## src/rtl/sb_pkg.sv

```systemverilog
// Shared types and helpers for the coalescing store buffer.
// Entry field widths are fixed here; override ADDR_W/DATA_W only together with these.
package sb_pkg;

  localparam int SB_ADDR_W  = 32;
  localparam int SB_DATA_W  = 32;
  localparam int SB_BYTES   = SB_DATA_W / 8;
  localparam int SB_OFF_W   = $clog2(SB_BYTES);
  localparam int SB_WADDR_W = SB_ADDR_W - SB_OFF_W;

  typedef struct packed {
    logic                  valid;
    logic [SB_WADDR_W-1:0] word_addr;
    logic [SB_DATA_W-1:0]  data;
    logic [SB_BYTES-1:0]   wstrb;
  } sb_entry_t;

  typedef enum logic {
    SB_IDLE,
    SB_FORCE
  } sb_drain_state_e;

  function automatic logic [SB_DATA_W-1:0] lane_mask(input logic [SB_BYTES-1:0] strb);
    logic [SB_DATA_W-1:0] m;
    m = '0;
    for (int b = 0; b < SB_BYTES; b++) begin
      m[b*8 +: 8] = {8{strb[b]}};
    end
    return m;
  endfunction

endpackage

```

## src/rtl/sb_fwd_merge.sv

```systemverilog
// Combinational store-to-load forwarding: walks entries oldest to youngest so
// the youngest matching strobed byte wins in each lane.
module sb_fwd_merge
  import sb_pkg::*;
#(
  parameter int DEPTH = 4,
  parameter int PTR_W = $clog2(DEPTH)
) (
  input  sb_entry_t              entries [DEPTH],
  input  logic [PTR_W-1:0]       head,
  input  logic [SB_WADDR_W-1:0]  ld_word,
  output logic [SB_DATA_W-1:0]   data,
  output logic [SB_BYTES-1:0]    hit_mask
);

  logic [PTR_W-1:0] idx;

  always_comb begin
    data     = '0;
    hit_mask = '0;
    idx      = head;
    for (int k = 0; k < DEPTH; k++) begin
      idx = head + PTR_W'(k);
      if (entries[idx].valid && (entries[idx].word_addr == ld_word)) begin
        for (int b = 0; b < SB_BYTES; b++) begin
          if (entries[idx].wstrb[b]) begin
            data[b*8 +: 8] = entries[idx].data[b*8 +: 8];
            hit_mask[b]    = 1'b1;
          end
        end
      end
    end
  end

endmodule

```

## src/rtl/coalescing_store_buffer.sv

```systemverilog
// Byte-strobed store buffer with forwarding and watermark/forced in-order drain.
// Optional feature: define SB_COALESCE_EN to merge stores into the youngest entry.
module coalescing_store_buffer
  import sb_pkg::*;
#(
  parameter int ADDR_W     = SB_ADDR_W,
  parameter int DATA_W     = SB_DATA_W,
  parameter int DEPTH      = 4,
  parameter int HIGH_WATER = DEPTH,
  parameter int LOW_WATER  = DEPTH / 2
) (
  input  logic                       clock,
  input  logic                       reset,
  input  logic                       enq_valid,
  output logic                       enq_ready,
  input  logic [ADDR_W-1:0]          enq_addr,
  input  logic [DATA_W-1:0]          enq_data,
  input  logic [DATA_W/8-1:0]        enq_wstrb,
  input  logic [ADDR_W-1:0]          ld_addr,
  output logic [DATA_W-1:0]          ld_data,
  output logic [DATA_W/8-1:0]        ld_hit_mask,
  output logic                       ld_full_hit,
  input  logic                       mem_port_busy,
  input  logic                       drain_force,
  output logic                       drain_valid,
  input  logic                       drain_ready,
  output logic [ADDR_W-1:0]          drain_addr,
  output logic [DATA_W-1:0]          drain_data,
  output logic [DATA_W/8-1:0]        drain_wstrb,
  input  logic                       flush,
  output logic [$clog2(DEPTH+1)-1:0] count,
  output logic                       full,
  output logic                       empty,
  output logic                       stall
);

  localparam int OFF_W = $clog2(DATA_W / 8);
  localparam int PTR_W = $clog2(DEPTH);
  localparam int CNT_W = $clog2(DEPTH + 1);

  sb_entry_t             entries_reg [DEPTH];
  logic [PTR_W-1:0]      head_reg;
  logic [PTR_W-1:0]      tail_reg;
  logic [PTR_W-1:0]      youngest;
  logic [CNT_W-1:0]      count_reg;
  logic [CNT_W-1:0]      count_next;
  sb_drain_state_e       state_reg;
  logic                  forced_reg;
  logic                  drain_valid_reg;
  logic                  stall_reg;

  logic [ADDR_W-OFF_W-1:0] enq_word;
  logic [DATA_W-1:0]       enq_lanes;
  sb_entry_t               new_entry;
  logic [DATA_W-1:0]       merge_data;
  logic                    coalesce_hit;
  logic                    enq_fire;
  logic                    do_alloc;
  logic                    do_merge;
  logic                    pop;
  logic                    go_force;
  logic                    exit_force;
  logic                    force_next;
  logic                    unused_low_bits;

  assign enq_word   = enq_addr[ADDR_W-1:OFF_W];
  assign enq_lanes  = lane_mask(enq_wstrb);
  assign youngest   = tail_reg - PTR_W'(1);
  assign new_entry  = {1'b1, enq_word, enq_data & enq_lanes, enq_wstrb};
  assign merge_data = (entries_reg[youngest].data & ~enq_lanes) | (enq_data & enq_lanes);
  assign unused_low_bits = ^{enq_addr[OFF_W-1:0], ld_addr[OFF_W-1:0]};

`ifdef SB_COALESCE_EN
  // The head is frozen while offered, so merging into it would race the cache.
  assign coalesce_hit = enq_valid && (count_reg != '0) && entries_reg[youngest].valid &&
                        (entries_reg[youngest].word_addr == enq_word) &&
                        !(drain_valid_reg && (youngest == head_reg));
`else
  assign coalesce_hit = 1'b0;
`endif

  assign full      = (count_reg == CNT_W'(DEPTH));
  assign empty     = (count_reg == '0);
  assign enq_ready = ~full | coalesce_hit;
  assign enq_fire  = enq_valid & enq_ready;
  assign do_merge  = enq_fire & coalesce_hit;
  assign do_alloc  = enq_fire & ~coalesce_hit & (|enq_wstrb);
  assign pop       = drain_valid_reg & drain_ready;

  assign count_next = count_reg + CNT_W'(do_alloc) - CNT_W'(pop);

  // A fence seen at any point in FORCE turns the exit target into "empty".
  assign go_force   = drain_force | (count_reg >= CNT_W'(HIGH_WATER));
  assign exit_force = (forced_reg | drain_force) ? (count_next == '0)
                                                 : (count_next <= CNT_W'(LOW_WATER));
  assign force_next = (state_reg == SB_IDLE) ? go_force : ~exit_force;

  always_ff @(posedge clock) begin
    if (reset || flush) begin
      for (int i = 0; i < DEPTH; i++) begin
        entries_reg[i].valid <= 1'b0;
      end
    end else begin
      if (do_alloc) begin
        entries_reg[tail_reg] <= new_entry;
      end
      if (do_merge) begin
        entries_reg[youngest].data  <= merge_data;
        entries_reg[youngest].wstrb <= entries_reg[youngest].wstrb | enq_wstrb;
      end
      if (pop) begin
        entries_reg[head_reg].valid <= 1'b0;
      end
    end
  end

  always_ff @(posedge clock) begin
    if (reset || flush) begin
      head_reg        <= '0;
      tail_reg        <= '0;
      count_reg       <= '0;
      state_reg       <= SB_IDLE;
      forced_reg      <= 1'b0;
      drain_valid_reg <= 1'b0;
      stall_reg       <= 1'b0;
    end else begin
      if (do_alloc) tail_reg <= tail_reg + PTR_W'(1);
      if (pop)      head_reg <= head_reg + PTR_W'(1);
      count_reg <= count_next;
      case (state_reg)
        SB_IDLE: begin
          if (go_force) begin
            state_reg  <= SB_FORCE;
            forced_reg <= drain_force;
            stall_reg  <= 1'b1;
          end
        end
        SB_FORCE: begin
          if (exit_force) begin
            state_reg  <= SB_IDLE;
            forced_reg <= 1'b0;
            stall_reg  <= 1'b0;
          end else begin
            forced_reg <= forced_reg | drain_force;
          end
        end
        default: begin
          state_reg <= SB_IDLE;
          stall_reg <= 1'b0;
        end
      endcase
      // An offer is never retracted by mem_port_busy; only a handshake clears it.
      drain_valid_reg <= (drain_valid_reg & ~drain_ready) |
                         ((count_next != '0) & (force_next | ~mem_port_busy));
    end
  end

  assign drain_valid = drain_valid_reg;
  assign drain_addr  = {entries_reg[head_reg].word_addr, {OFF_W{1'b0}}};
  assign drain_data  = entries_reg[head_reg].data;
  assign drain_wstrb = entries_reg[head_reg].wstrb;
  assign count       = count_reg;
  assign stall       = stall_reg;

  sb_fwd_merge #(
    .DEPTH (DEPTH),
    .PTR_W (PTR_W)
  ) u_fwd (
    .entries  (entries_reg),
    .head     (head_reg),
    .ld_word  (ld_addr[ADDR_W-1:OFF_W]),
    .data     (ld_data),
    .hit_mask (ld_hit_mask)
  );

  assign ld_full_hit = &ld_hit_mask;

endmodule

```

## config.mk

```make
export PLATFORM = sky130hd
export DESIGN_NAME = coalescing_store_buffer
export DESIGN_NICKNAME = d
export VERILOG_FILES = /design/src/rtl/sb_pkg.sv /design/src/rtl/sb_fwd_merge.sv /design/src/rtl/coalescing_store_buffer.sv
export SDC_FILE = /design/constraint.sdc
export NUM_CORES = 1
export LEC_CHECK = 0
export CELL_PAD_IN_SITES_DETAIL_PLACEMENT = 1
export CELL_PAD_IN_SITES_GLOBAL_PLACEMENT = 1
export CORE_MARGIN = 1.5
export CORE_UTILIZATION = 35
export CTS_BUF_LIST = sky130_fd_sc_hd__clkbuf_4 sky130_fd_sc_hd__clkbuf_8
export CTS_CLUSTER_DIAMETER = 40
export DETAILED_ROUTE_END_ITERATION = 8
export PLACE_DENSITY = 0.62
export REMOVE_ABC_BUFFERS = 1
export SLEW_MARGIN = 20
export SYNTH_ARGS = -nofsm -noshare
export SYNTH_HDL_FRONTEND = slang
export SYNTH_SLANG_ARGS = --single-unit
```

## constraint.sdc

```tcl
create_clock -name clock -period 7.3 [get_ports clock]
set_input_delay 1.46 -clock clock [delete_from_list [all_inputs] [get_ports clock]]
set_output_delay 1.46 -clock clock [all_outputs]
set_load 0.02 [all_outputs]
```

==> results.yml <==
clock_tree:
  clk_latency_ns: 0.67
  cts_num_sinks: 279
  cts_tree: "built"
  cts_buffers: 57
  cts-root-buf: "clkbuf_8"
  clock_path_buffers: 3
  htreeDepth: 2
  clk_pin_slew_ns: 0.06
logic_synthesis:
  async_flop_share: 0
  yosysMostFrequentCell: "edfxtp_1"
  synth_top_cell_area_share: 0.429
  synthTopCellsByCount: "edfxtp_1, mux2i_1, mux4_2, xnor2_1, inv_1"
  synth_cells: 1369
  synth-seq-area-share: 0.446
  synth_area_leaders: "edfxtp_1, mux4_2, mux2i_1"
  synth_edf_count: 264
  ys_types: 80
  synth_ff_type: "edfxtp_1"
  ys_warn_count: 0
  yosys_register_bits: 279
  yosysTopAreaCell: "edfxtp_1"
  syn_area_mm2: 0.0185
  avgSynthCellArea_um2: 13.5
global_routing:
  grtUsageTotal: 0.229
  antenna_found_initial: 8
  grt_pass1_wl_mm: 92.0
  grt_remaining_overflow: 0
  use_met1: 0.299
  grt_util_met2: 0.380
  gr-usage-met3: 0.0440
  grt_max_degree: 65
  grt_pass1_vias: 14300
  gr-max-usage-layer: "met2"
floorplanning:
  die_x_um: 233
  io_pins: 220
  initial_core_util: 0.357
  fp.dieH_um: 233
  rows: 83
  core_area_mm2: 0.0517
  die-area_mm2: 0.0541
detailed_routing:
  firstDrtPassIters: 5
  drc_errors: 0
  drt-vias-per-instance: 5.87
  detail-route-antenna-nets: 0
  via_count: 13700
  avgRoutedWirePerCell_um: 26.7
  drt_first_iter_violations: 993
  finalWirelength_mm: 62.4
final_layout:
  syn2layout_area_growth_pct: 24.0
  drive_gt1_frac: 0.219
  fin_cells: 2333
  final_core_util: 0.443
  fin_nets: 1725
pwr:
  p_switching_uw: 998
  intPower_uw: 3050
  power.static_leakage_uw: 0.00718
  p_comb_frac: 0.109
  swShare: 0.247
  peakVddDrop_mv: 0.188
  p_per_area_mw_per_mm2: 177
  seq_power_share: 0.442
  clock_power_share: 0.449
worst_hold_path:
  worst_hold_path_type: "reg2reg"
  worstHoldStart: "drain_valid"
worst_setup_path:
  startpoint_type: "input port"
  arrival_ns: 5.56
  reg2reg_from: "count[1]"
  path_max_fanout: 6
  path_class: "in2out"
  crit_chain: "clkdlybuf4s50_1 > clkinv_1 > a211o_1 > o311ai_0 > o211ai_1 > a2111o_1 > or4b_1 > and4_1 > a2111oi_2 > clkdlybuf4s50_1"
  slowest_delay_ns: 0.73
  critPathCaptureType: "primary output"
  r2r_slack_ns: 3.77
  slowest_stage: "clkdlybuf4s50_1"
  cp_common_cell: "clkdlybuf4s50_1"
  cp.required_ns: 5.84
  crit_start: "ld_addr[30]"
sta:
  worst_pin_slew_ns: 1.11
  rsz0062_at_grt: "false"
  period_share: 0.961
  worst_slack_ns: 0.281
  finalClockSkew_ns: 0.0278
  drv_slew: 0
  max_slew_margin: 0.261
  fmax_mhz: 142
  hold_slack_ns: 0.508
  post-route-min-period_ns: 7.02
  hold_viol: 0
  setup_viol: 0
place:
  port_buffers: 213
  gp_congestion: 0.896
  dp_cells: 2218
  dpl.hpwl_mm: 43.7
  dp_worst_setup_slack_ns: 0.317
run:
  cap_violations: 0
run_status:
  outcome: "finished, final reports clean"
logic make-up (layout without fill, tap and decap cells):
family | after synthesis | after routing | share of synthesized area
buf+inv | 177 | 458 | 0.0449
mux | 333 | 333 | 0.289
flops | 279 | 279 | 0.446
fa+ha+maj | 11 | 11 | 0.00786
simple gates | 250 | 250 | 0.0754
other cells | 1 | 4 | 0.000203
compound gates | 212 | 212 | 0.0862
xor+xnor | 106 | 106 | 0.0503
timing repair:
| item | CTS | global route |
|---|---|---|
| setup endpoints to repair | 17 | 14 |
| pin swaps | 1 | 2 |
| buffers inserted | 5 | 5 |
| hold endpoints to repair | 0 | 0 |
| resized for setup | 0 | 3 |
| hold buffers | 0 | 0 |
worst max-delay path: cells and delay by family:
family                 cells  cell delay, ns
AOI/OAI and AO/OA          5            1.67
buffers and inverters      3            1.54
and+or+nand+nor            2            0.87
through the flow:
stage                     power (uW)  cell area (um^2)  setup TNS (ns)
after floorplan                 2080             17900         -804.23
after global placement          2250             21500               0
after detailed placement        2260             21500               0
after CTS                       4080             22800               0
after global routing            4180             22900               0
final                           4050             22900               0
power groups by stage:
stage	Combinational [uW]	Sequential [uW]	Clock, uW
finish	441	1790	1810
CTS	440	1790	1850
detailed placement	436	1820	0
global placement	430	1820	0
floorplan	244	1830	0
global route	469	1790	1920
metal layers:
| metal | vias to the layer above | routed length (um) |
|---|---|---|
| li1 | 6008 | - |
| met1 | 7182 | 26800 |
| met2 | 396 | 30300 |
| met3 | 102 | 3640 |
| met4 | 12 | 1630 |
| met5 | - | 69 |
worst paths after layout:
| check | endpoint | cells after the start |
|---|---|---|
| worst min-delay path | drain_valid | 2 |
| worst max-delay path | ld_full_hit | 10 |
| worst min register to register | drain_valid | 2 |
| worst max register to register | drain_valid | 17 |
placed cells by master (no fill, tap or decap), drive strengths merged, types with 12 or more instances in the layout:
cell,count
o2bb2ai,12
buf,78
clkinv,23
mux2i,162
mux2,12
nor4,29
nor2,49
clkbuf,66
xor2,35
nor3,15
dfxtp,15
xnor2,71
nand3,18
a21oi,29
o21ai,36
a222oi,19
o22ai,16
nand2,39
mux4,159
and2,37
clkdlybuf4s50,213
edfxtp,264
nand4,13
inv,66
layout make-up:
cell class | count | area, um^2
diodes | 2 | 5.00
clock buffers | 66 | 852
clock inverters | 37 | 412
fillers | 5311 | 28800
inverters | 64 | 243
multi-input cells | 914 | 9450
flip-flops and latches | 279 | 8240
well taps | 680 | 851
repair buffers | 291 | 2840
No activity file was read; power rests on OpenSTA's default activity.
==> RTL change, RTL diff (same settings) <==
`DEPTH` is set to 4 in 2 places; all go to 2.
--- a/src/rtl/sb_fwd_merge.sv
+++ b/src/rtl/sb_fwd_merge.sv
@@ -5,3 +5,3 @@
 #(
-  parameter int DEPTH = 4,
+  parameter int DEPTH = 2,
   parameter int PTR_W = $clog2(DEPTH)
--- a/src/rtl/coalescing_store_buffer.sv
+++ b/src/rtl/coalescing_store_buffer.sv
@@ -7,3 +7,3 @@
   parameter int DATA_W     = SB_DATA_W,
-  parameter int DEPTH      = 4,
+  parameter int DEPTH      = 2,
   parameter int HIGH_WATER = DEPTH,
Ports: changed (resized count); port bits go from 220 to 219. The function was not compared with the original's and may differ.
==> RTL change against the original RTL <==
  * Sequential cell count down 137
  * Critical endpoint is now ld_data[8]
  * Sequential share of layout area up 2.9 points
  * Maximum frequency up 2.2%
  * Via count down 55%
  * Final area down 53%
  * Wire length down 64%
  * Synthesized area down 57%
  * Power down 55%
  * Highest routed layer is now met4
  * Sequential power down 49%
  * First-iteration DRC count down 76%
  * Combinational power down 49%
  * Largest cell class is now flip-flops and latches
  * Setup slack better by 0.15 ns
==> RTL change: results <==
metrics = {
    "yosys": {
        "synth_adder_area_share_pct": 0.3138,
        "synth_xor_area_share_pct": 7.139,
        "muxShareOfSynthArea_pct": 10.62,
        "netlist_top_cells_count": "132 x edfxtp_1, 49 x nand3_1, 45 x mux2_2",
        "synth_cell_types": 55,
        "synthTopCellsByArea": "edfxtp_1 50%, mux2_2 6.4%, mux2i_1 4.3%",
        "synth_edf_count": 132,
        "synth-compound-area-share_pct": 6.104,
        "yosysSeqAreaShare_pct": 52.22,
    },
    "run_status": {
        "status": "completed",
    },
    "detailed_routing": {
        "drt_wl_total_um": 22680,
        "firstDrtPassIters": 6,
    },
    "clock_network": {
        "htree_levels": 4,
        "cts_buffers": 17,
        "path_clk_slew_ns": 0.09,
        "worstSkewPairLatency_ns": 0.44,
        "cts_setup_buffers": 0,
    },
    "worst_setup_path": {
        "critPathSlowestCell": "or4_1",
        "cp_top_family": "simple AND/OR/NAND/NOR gates",
        "cp_max_fo": 25,
        "cp_data_arrival_time_ns": 5.41,
        "reg2reg_depth": 12,
    },
    "global_route": {
        "first_global_vias": 6663,
        "antenna_found_initial": 1,
        "grt_pass1_wl_um": 35310,
        "grt_start_max_net_pins": 75,
    },
    "sta": {
        "setup_ws_ns": 0.4297,
        "skew_ns": 0.01740,
        "worst_slew_pin_slew_ns": 1.047,
    },
    "pwr": {
        "peakVddDrop_v": 0.0001102,
    },
    "placed_design": {
        "port_buffers": 212,
    },
    "final_layout": {
        "fin_nets": 984,
        "drive_gt1_share_pct": 11.49,
    },
}
==> RTL change: cell count changes in the layout (fill, tap and decap cells not counted), moves of 33 or more <==
| cell | delta |
|---|---|
| buf_4 | -63 |
| clkbuf_8 | -40 |
| edfxtp_1 | -132 |
| inv_1 | -46 |
| mux2_2 | +33 |
| mux2i_1 | -128 |
| mux4_2 | -158 |
| xnor2_1 | -38 |
==> RTL change: per-stage QoR <==
stage	instances	utilization, %	cell area, um^2	hold WS [ns]
finish	1173	47.59	10710	0.4962
detailed placement	1141	45.66	10270	0.4793
global route	1173	47.59	10710	0.5533
floorplan	639	-	7731	0.4458
CTS	1173	47.59	10710	0.5017
global placement	1141	45.66	10270	0.4678
==> RTL change: path summary, 6_finish.rpt <==
check / to / start / slack, ns
setup reg to reg: drain_valid / count[0] / 5.01
hold / removal: forced_reg / forced_reg / 0.50
setup / recovery: ld_data[8] / ld_addr[13] / 0.43
hold reg to reg: forced_reg / forced_reg / 0.50
==> RTL change: routing by layer <==
layer  global-route usage [%]  wire (um)  vias to the layer above
met4                    5.779        395                        0
met3                    4.622       1001                       28
met2                    33.92      11200                      177
met5                        0          0                        -
met1                    23.58      10080                     2974
li1                         -          -                     2934
==> RTL change: report_power, final <==
| part | switching (mW) | total [mW] | internal, mW |
|---|---|---|---|
| clock | 0.310 | 0.687 | 0.377 |
| sequential | 0.0125 | 0.920 | 0.908 |
| combinational | 0.109 | 0.227 | 0.119 |
| total | 0.431 | 1.83 | 1.40 |
==> RTL change: final cells by class <==
type / count / area (um^2)
Fill cell: 2384 / 11790
Inverter: 16 / 60.06
Clock buffer: 18 / 241.5
Clock inverter: 14 / 192.7
Multi-Input combinational cell: 481 / 3531
Sequential cell: 142 / 4168
Tap cell: 285 / 356.6
Timing Repair Buffer: 217 / 2160
